==> config.mk <==
export PLATFORM = sky130hd
export DESIGN_NAME = simple4_mem_arbiter
export DESIGN_NICKNAME = d
export VERILOG_FILES = /design/src/rtl/simple4_pkg.sv /design/src/rtl/arb_rr2.sv /design/src/rtl/simple4_mem_arbiter.sv
export SDC_FILE = /design/constraint.sdc
export NUM_CORES = 1
export LEC_CHECK = 0
export CAP_MARGIN = 20
export CORE_MARGIN = 5
export CORE_UTILIZATION = 34
export DETAILED_ROUTE_END_ITERATION = 10
export PLACE_DENSITY = 0.79
export SLEW_MARGIN = 20
export SYNTH_ARGS = -nofsm -noshare
export SYNTH_HDL_FRONTEND = slang
export SYNTH_SLANG_ARGS = --single-unit
==> constraint.sdc <==
create_clock -name clk -period 1.9 [get_ports clk]
set_input_delay 0.38 -clock clk [delete_from_list [all_inputs] [get_ports clk]]
set_output_delay 0.38 -clock clk [all_outputs]
set_load 0.005 [all_outputs]
==> src/rtl/simple4_pkg.sv <==
// Shared widths, requester indices and data types for the simple4 memory path.
package simple4_pkg;

  localparam int ADDR_W     = 4;
  localparam int DATA_W     = 4;
  localparam int REQ_CORE   = 0;
  localparam int REQ_LOADER = 1;

  typedef logic [ADDR_W-1:0] addr_t;
  typedef logic [DATA_W-1:0] data_t;

endpackage

==> src/rtl/arb_rr2.sv <==
// Two-input round-robin picker: a tie goes to the port not served last.
module arb_rr2
  import simple4_pkg::*;
(
  input  logic [1:0] req,
  input  logic       last,
  output logic [1:0] pick
);

  always_comb begin
    // NOTE: every output gets a default first so no path leaves it unassigned (no latch).
    pick = req;
    if (req[REQ_CORE] && req[REQ_LOADER]) begin
      pick[REQ_CORE]   = last;
      pick[REQ_LOADER] = ~last;
    end
  end

endmodule

==> src/rtl/simple4_mem_arbiter.sv <==
// Arbitrates the single-port data RAM between the core FSM and the loader,
// with an atomic-access lock and a watchdog that breaks a lock held too long.
module simple4_mem_arbiter #(
  parameter int ADDR_W   = simple4_pkg::ADDR_W,
  parameter int DATA_W   = simple4_pkg::DATA_W,
  parameter int LOCK_MAX = 8
) (
  input  logic              clk,
  input  logic              reset,
  input  logic [1:0]        req,
  input  logic [1:0]        lock,
  input  logic [1:0]        we,
  input  logic [ADDR_W-1:0] addr0,
  input  logic [ADDR_W-1:0] addr1,
  input  logic [DATA_W-1:0] wdata0,
  input  logic [DATA_W-1:0] wdata1,
  output logic [1:0]        gnt,
  output logic [1:0]        rvalid,
  output logic [DATA_W-1:0] rdata,
  output logic              lock_err,
  output logic              ram_en,
  output logic              ram_we,
  output logic [ADDR_W-1:0] ram_addr,
  output logic [DATA_W-1:0] ram_wdata,
  input  logic [DATA_W-1:0] ram_rdata
);

  localparam int               CNT_W    = (LOCK_MAX > 1) ? $clog2(LOCK_MAX) : 1;
  localparam logic [CNT_W-1:0] CNT_LAST = CNT_W'(LOCK_MAX - 1);

  logic             owner_vld;
  logic             owner;
  logic             last;
  logic [CNT_W-1:0] lock_cnt;
  logic [1:0]       rd_pend;

  logic [1:0] elig;
  logic [1:0] pick;
  logic       g;
  logic       any_gnt;
  logic       own_rel;
  logic       wd_fire;

  // While locked only the owner is eligible; idle owner cycles still count.
  always_comb begin
    elig = req;
    if (owner_vld) elig = req & (owner ? 2'b10 : 2'b01);
  end

  arb_rr2 u_arb (
    .req  (elig),
    .last (last),
    .pick (pick)
  );

  assign gnt     = reset ? 2'b00 : pick;
  assign any_gnt = |gnt;
  assign g       = gnt[simple4_pkg::REQ_LOADER];

  // Any grant while locked is the owner's; releasing beats the watchdog.
  assign own_rel = owner_vld && any_gnt && !lock[g];
  assign wd_fire = owner_vld && (lock_cnt == CNT_LAST) && !own_rel;

  always_comb begin
    ram_en    = any_gnt;
    ram_we    = 1'b0;
    ram_addr  = '0;
    ram_wdata = '0;
    if (any_gnt) begin
      ram_we    = we[g];
      ram_addr  = g ? addr1 : addr0;
      ram_wdata = g ? wdata1 : wdata0;
    end
  end

  assign rvalid = reset ? 2'b00 : rd_pend;
  assign rdata  = ram_rdata;

  always_ff @(posedge clk) begin
    // NOTE: sequential state uses non-blocking assignments so every register samples pre-edge values.
    if (reset) begin
      owner_vld <= 1'b0;
      owner     <= 1'b0;
      last      <= 1'b1;
      lock_cnt  <= '0;
      rd_pend   <= 2'b00;
      lock_err  <= 1'b0;
    end else begin
      lock_err <= wd_fire;
      rd_pend  <= gnt & ~we;
      if (any_gnt) last <= g;
      if (owner_vld) begin
        if (own_rel || wd_fire) owner_vld <= 1'b0;
        else if (lock_cnt != '1) lock_cnt <= lock_cnt + CNT_W'(1);
      end else if (any_gnt && lock[g]) begin
        owner_vld <= 1'b1;
        owner     <= g;
        lock_cnt  <= '0;
      end
    end
  end

endmodule

## Word-level counts from Yosys, hierarchy flattened

Index checks and enable logic that the tools add are counted.

- Magnitude comparators: 1
- Add/sub/neg operators: 1
- Multiplexer cells: 21
- Bitwise gates (word level): 5
- Equal/unequal tests: 4
- Reductions and logical operators: 13

Operators by type and width:

| operator | number |
|---|---|
| 4-bit two-way mux | 4 |
| 3-bit two-way mux | 4 |
| 2-bit two-way mux | 5 |
| 1-bit two-way mux | 8 |
| 1-bit logical AND | 6 |
| 2-bit bitwise AND | 2 |
| 3-bit by 1-bit adder with 3-bit output, second input constant | 1 |
| 3-bit equality test, second input constant | 1 |
| 3-bit != test, second input constant | 1 |
| 3-bit AND reduction | 1 |
| 1-bit logical NOT | 2 |
| 1-bit by 2-bit less-than comparator with 1-bit output, second input constant | 1 |
| 2-bit by 1-bit != test with 1-bit output, second input constant | 1 |
| 2-bit != test, second input constant | 1 |
| 1-bit inverter | 2 |
| 2-bit inverter | 1 |
| 2-bit AND reduction | 1 |
| 2-bit nonzero test | 1 |
| 2-bit OR reduction | 1 |
| 1-bit logical OR | 1 |

- Input port bits: 28
- Bits in registers: 9

## Longest topological paths before layout

- Depth after elaboration: 15
- Gate-level depth with buffers: 5

## Cells and area by module

From an unflattened synthesis, not the netlist that was laid out.

- Cell total of the unflattened synthesis: 70
- Area, all modules: 570.5 um^2

Modules (own cells, without submodules):

| module | sequential area each (um^2) | cells an instance | area an instance (um^2) | instances |
|---|---|---|---|---|
| simple4_mem_arbiter | 180.2 | 67 | 551.8 | 1 |
| arb_rr2 | 0.0 | 3 | 18.8 | 1 |

## Worst setup path before layout

Ideal clock, no wire load.

- Path kind: input to output
- Start point: input reset
- End point: output ram_addr[0]
- Path slack: 0.341 ns
- Cell stages on the path: 5
- Arrival: 1.179 ns
- Path through: buf_6 o21bai_1 a21o_1 clkbuf_1 nor2_1

- Longest elaborated chain between the ends: 3
- Elaborated cells on any way between the ends: 4
- Classes of those cells: 3 x mux; 1 x reduce/logical

Ends and longest elaborated chain:

| item | RTL line | RTL |
|---|---|---|
| from (decl) | simple4_mem_arbiter.sv:9 | `input logic reset,` |
| 2-bit two-way mux (*) | simple4_mem_arbiter.sv:56 | `assign gnt = reset ? 2'b00 : pick;` |
| 4-bit two-way mux or 2-bit OR reduction (tied branches) | simple4_mem_arbiter.sv:71, simple4_mem_arbiter.sv:57 |  |
| 4-bit two-way mux (*) | simple4_mem_arbiter.sv:69 | `if (any_gnt) begin` |
| to (decl) | simple4_mem_arbiter.sv:23 | `output logic [ADDR_W-1:0] ram_addr,` |

Every way passes the cells marked *; elsewhere a longest branch is shown, timed or not.

## Worst setup path in the final report

- Start point: register owner_vld
- End point: output ram_wdata[3]

- Longest elaborated chain between the ends: 6
- Elaborated cells on any way between the ends: 7
- Classes of those cells: 5 x mux; 2 x reduce/logical

Ends and longest elaborated chain:

| item | RTL line | RTL |
|---|---|---|
| from (decl) | simple4_mem_arbiter.sv:31 | `logic owner_vld;` |
| from (signal assigned) | simple4_mem_arbiter.sv:82 | `owner_vld <= 1'b0;` |
| from (signal assigned) | simple4_mem_arbiter.sv:93 | `if (own_rel \|\| wd_fire) owner_vld <= 1'b0;` |
| from (signal assigned) | simple4_mem_arbiter.sv:96 | `owner_vld <= 1'b1;` |
| 2-bit two-way mux (*) | simple4_mem_arbiter.sv:47 | `if (owner_vld) elig = req & (owner ? 2'b10 : 2'b01);` |
| 1-bit logical AND | arb_rr2.sv:13 | `if (req[REQ_CORE] && req[REQ_LOADER]) begin` |
| 2-bit two-way mux (*) | arb_rr2.sv:13 |  |
| 2-bit two-way mux (*) | simple4_mem_arbiter.sv:56 |  |
| 4-bit two-way mux or 2-bit OR reduction (tied branches) | simple4_mem_arbiter.sv:72, simple4_mem_arbiter.sv:57 |  |
| 4-bit two-way mux (*) | simple4_mem_arbiter.sv:69 |  |
| to (decl) | simple4_mem_arbiter.sv:24 | `output logic [DATA_W-1:0] ram_wdata,` |

Marks and branches as above.

==> metrics.txt <==
hold wc startpoint lock_cnt[2]; Most Crowded Layer GR met2; Setup WS pre-CTS -610 ps; area of the core 0.00190 mm2; Seq/Total Area, Yosys 0.272; met2 usage 0.303; Period minus WS final 1920 ps; met3 Resource Use GR 0.0748; DRT Pass-1 Iters 3; reg2reg path depth 7; WP data required 1520 ps; total die area 0.00293 mm2; # rows 16; Fin Setup TNS -24.2 ps; DPL Wire Length 1620 um; share of layout cells above drive strength 1 0.365; worst r2r dst lock_cnt[0]; crit path launch owner_vld; failing checks negative setup slack; ANT cells 0; hold_buf cts 0; Distinct cells, synth 28; depth of the worst hold-timing path 2; Overall Power 0.588 mW; r2r setup slk 90 ps; Crit. End Element output port; CTS H-tree depth 1; Die Span Y 54.1 um; Post-synth top cells mux2i_1, nor2_1, dfxtp_1; Most used DFF post-synth dfxtp_1; Achievable Freq 0.522 GHz; Avg WL per Cell 11.9 um; CP arrival 1540 ps; Final Cycle Share 1.01; Final Hold Viols 0; Synth top area share 0.272; CP Launch Type flop; initial drt markers 4; met1 global-route usage 0.153; Crit Path Max Fanout 6; cell taking the most area after synthesis dfxtp_1; placed cell areas 0.00116 mm2; largest buffer count on any clock path 2; ys async rst share 0; Routed WL 2080 um; vias per cell 4.72; Die W 54.1 um; largest cells by area after synthesis dfxtp_1, mux2i_1, nor2_1, buf_4, nand2_1; CTS root buf clkbuf_4; starting density of the core 0.348; Layout area overhead 92.2%; number of max-cap violations 0; Synth Net Count 113; first-pass GRT wire length 3460 um; clock skew 4.26 ps; Final Cell Area 0.00127 mm2; initial antenna violation count 0; Seq cells post-synth 9; worst setup path class reg2out; DRC viols 0; IO Pins 47; total grt overflow 0; final setup margin -16.3 ps; worst hold path class reg2reg; antenna viol nets, final 0; netlist area before placement 662 um2; worst vdd ir 0.000285 V; Post-synth EDFFs 0; Clock transition at path regs 60 ps; gr usage total 0.159; Port-buffer cells 38; Hold EP lock_cnt[2]; vias in the first global route 931; clk_lat worst skew 270 ps; Worst R2R Start owner_vld; Leak 0.660 nW; max-slew violation count 0; Via Count 826; number of fill cells in the layout 167; clock sinks 9; WHS 481 ps; PwrDens 462 mW/mm2; outcome complete, but fails checks; RSZ-0062 raised after global routing yes; Syn Area/Cell 7.97 um2; count of final setup violators 2; gpl congestion 0.696; cells after synthesis 83; Least-Margin Pin Slew 338 ps; TritonCTS clock tree yes; YS warnings 0; pin count of the biggest net entering global routing 9; Max-slew headroom 0.774; TritonCTS Buffers 3; Nets 179
-- critical path, cell delays in order (launching register included) --
cell and delay [ps]:
dfxtp_4 360, nand3b_1 200, nand3_2 130, buf_6 140
buf_6 90, mux2i_1 170, nor2_1 50, buf_2 120
-- how the worst max path moves through the flow --
stage / slack, ps / endpoint / cells after the start
after detailed placement: -610 / ram_addr[0] / 7
after global routing: -130 / ram_wdata[3] / 7
after CTS: -20 / ram_wdata[3] / 7
after global placement: -580 / ram_we / 7
final: -20 / ram_wdata[3] / 7
after floorplan: 340 / ram_addr[0] / 5
-- power by group --
group | internal, mW | switching, mW | total [mW]
Sequential | 0.196 | 0.00599 | 0.202
Combinational | 0.145 | 0.0874 | 0.232
Clock | 0.0812 | 0.0715 | 0.153
-- sequential cells by signal (all words and copies together), names as in the netlist --
register   flops
owner_vld      1
lock_err       1
rd_pend        2
owner          1
lock_cnt       3
last           1
-- cell type report --
| cell class | instances | area, um2 | share of cell area |
|---|---|---|---|
| Tap cell | 27 | 33.8 | 0.0265 |
| Timing Repair Buffer | 68 | 563 | 0.442 |
| Inverter | 6 | 22.5 | 0.0177 |
| Sequential cell | 9 | 185 | 0.146 |
| Multi-Input combinational cell | 61 | 442 | 0.347 |
| Clock buffer | 4 | 26.3 | 0.0206 |
-- kinds of logic (layout without fill, tap and decap cells) --
group                      after synthesis  count (layout)  synth area share
DFF                                      9               9             0.272
AOI/OAI and AO/OA                       11              11             0.129
buffers and inverters                   13              78             0.110
adders and majority gates                2               2            0.0378
and+or+nand+nor                         35              35             0.255
muxes                                   13              13             0.197
-- layer usage --
layer / part of all wire / up-vias
li1: - / 412
met1: 0.38 / 376
met2: 0.52 / 36
met3: 0.097 / 2
met4: 0.0058 / 0
met5: 0 / -
-- stage by stage --
step / cells / utilization
global route: 175 / 0.669
CTS: 172 / 0.668
detailed placement: 159 / 0.611
floorplan: 83 / -
global placement: 159 / 0.611
finish: 175 / 0.669
-- cell usage in the layout, fill, tap and decap left out, types with 2 or more instances in the layout --
| cell type | synthesis | layout |
|---|---|---|
| nand2_1 | 8 | 8 |
| o21bai_1 | 3 | 2 |
| inv_1 | 6 | 6 |
| mux2i_1 | 13 | 13 |
| nor3_1 | 2 | 2 |
| buf_6 | 1 | 5 |
| nor2_1 | 13 | 13 |
| buf_4 | 4 | 25 |
| dfxtp_1 | 9 | 7 |
| ha_1 | 2 | 2 |
| nand3b_1 | 2 | 2 |
| clkbuf_4 | 0 | 3 |
| nor2b_1 | 3 | 2 |
| dlygate4sd2_1 | 0 | 2 |
| clkdlybuf4s50_1 | 0 | 23 |
| clkbuf_2 | 0 | 7 |
| buf_2 | 1 | 5 |
-- what timing repair did --
action / CTS / global route
buffers inserted: 8 / 3
endpoints found under the hold margin: 0 / 0
resized for setup: 51 / 11
pin swaps: 3 / 1
cloned: 1 / 0
endpoints found under the setup margin: 17 / 9
Power figures use the tool's default switching activity.
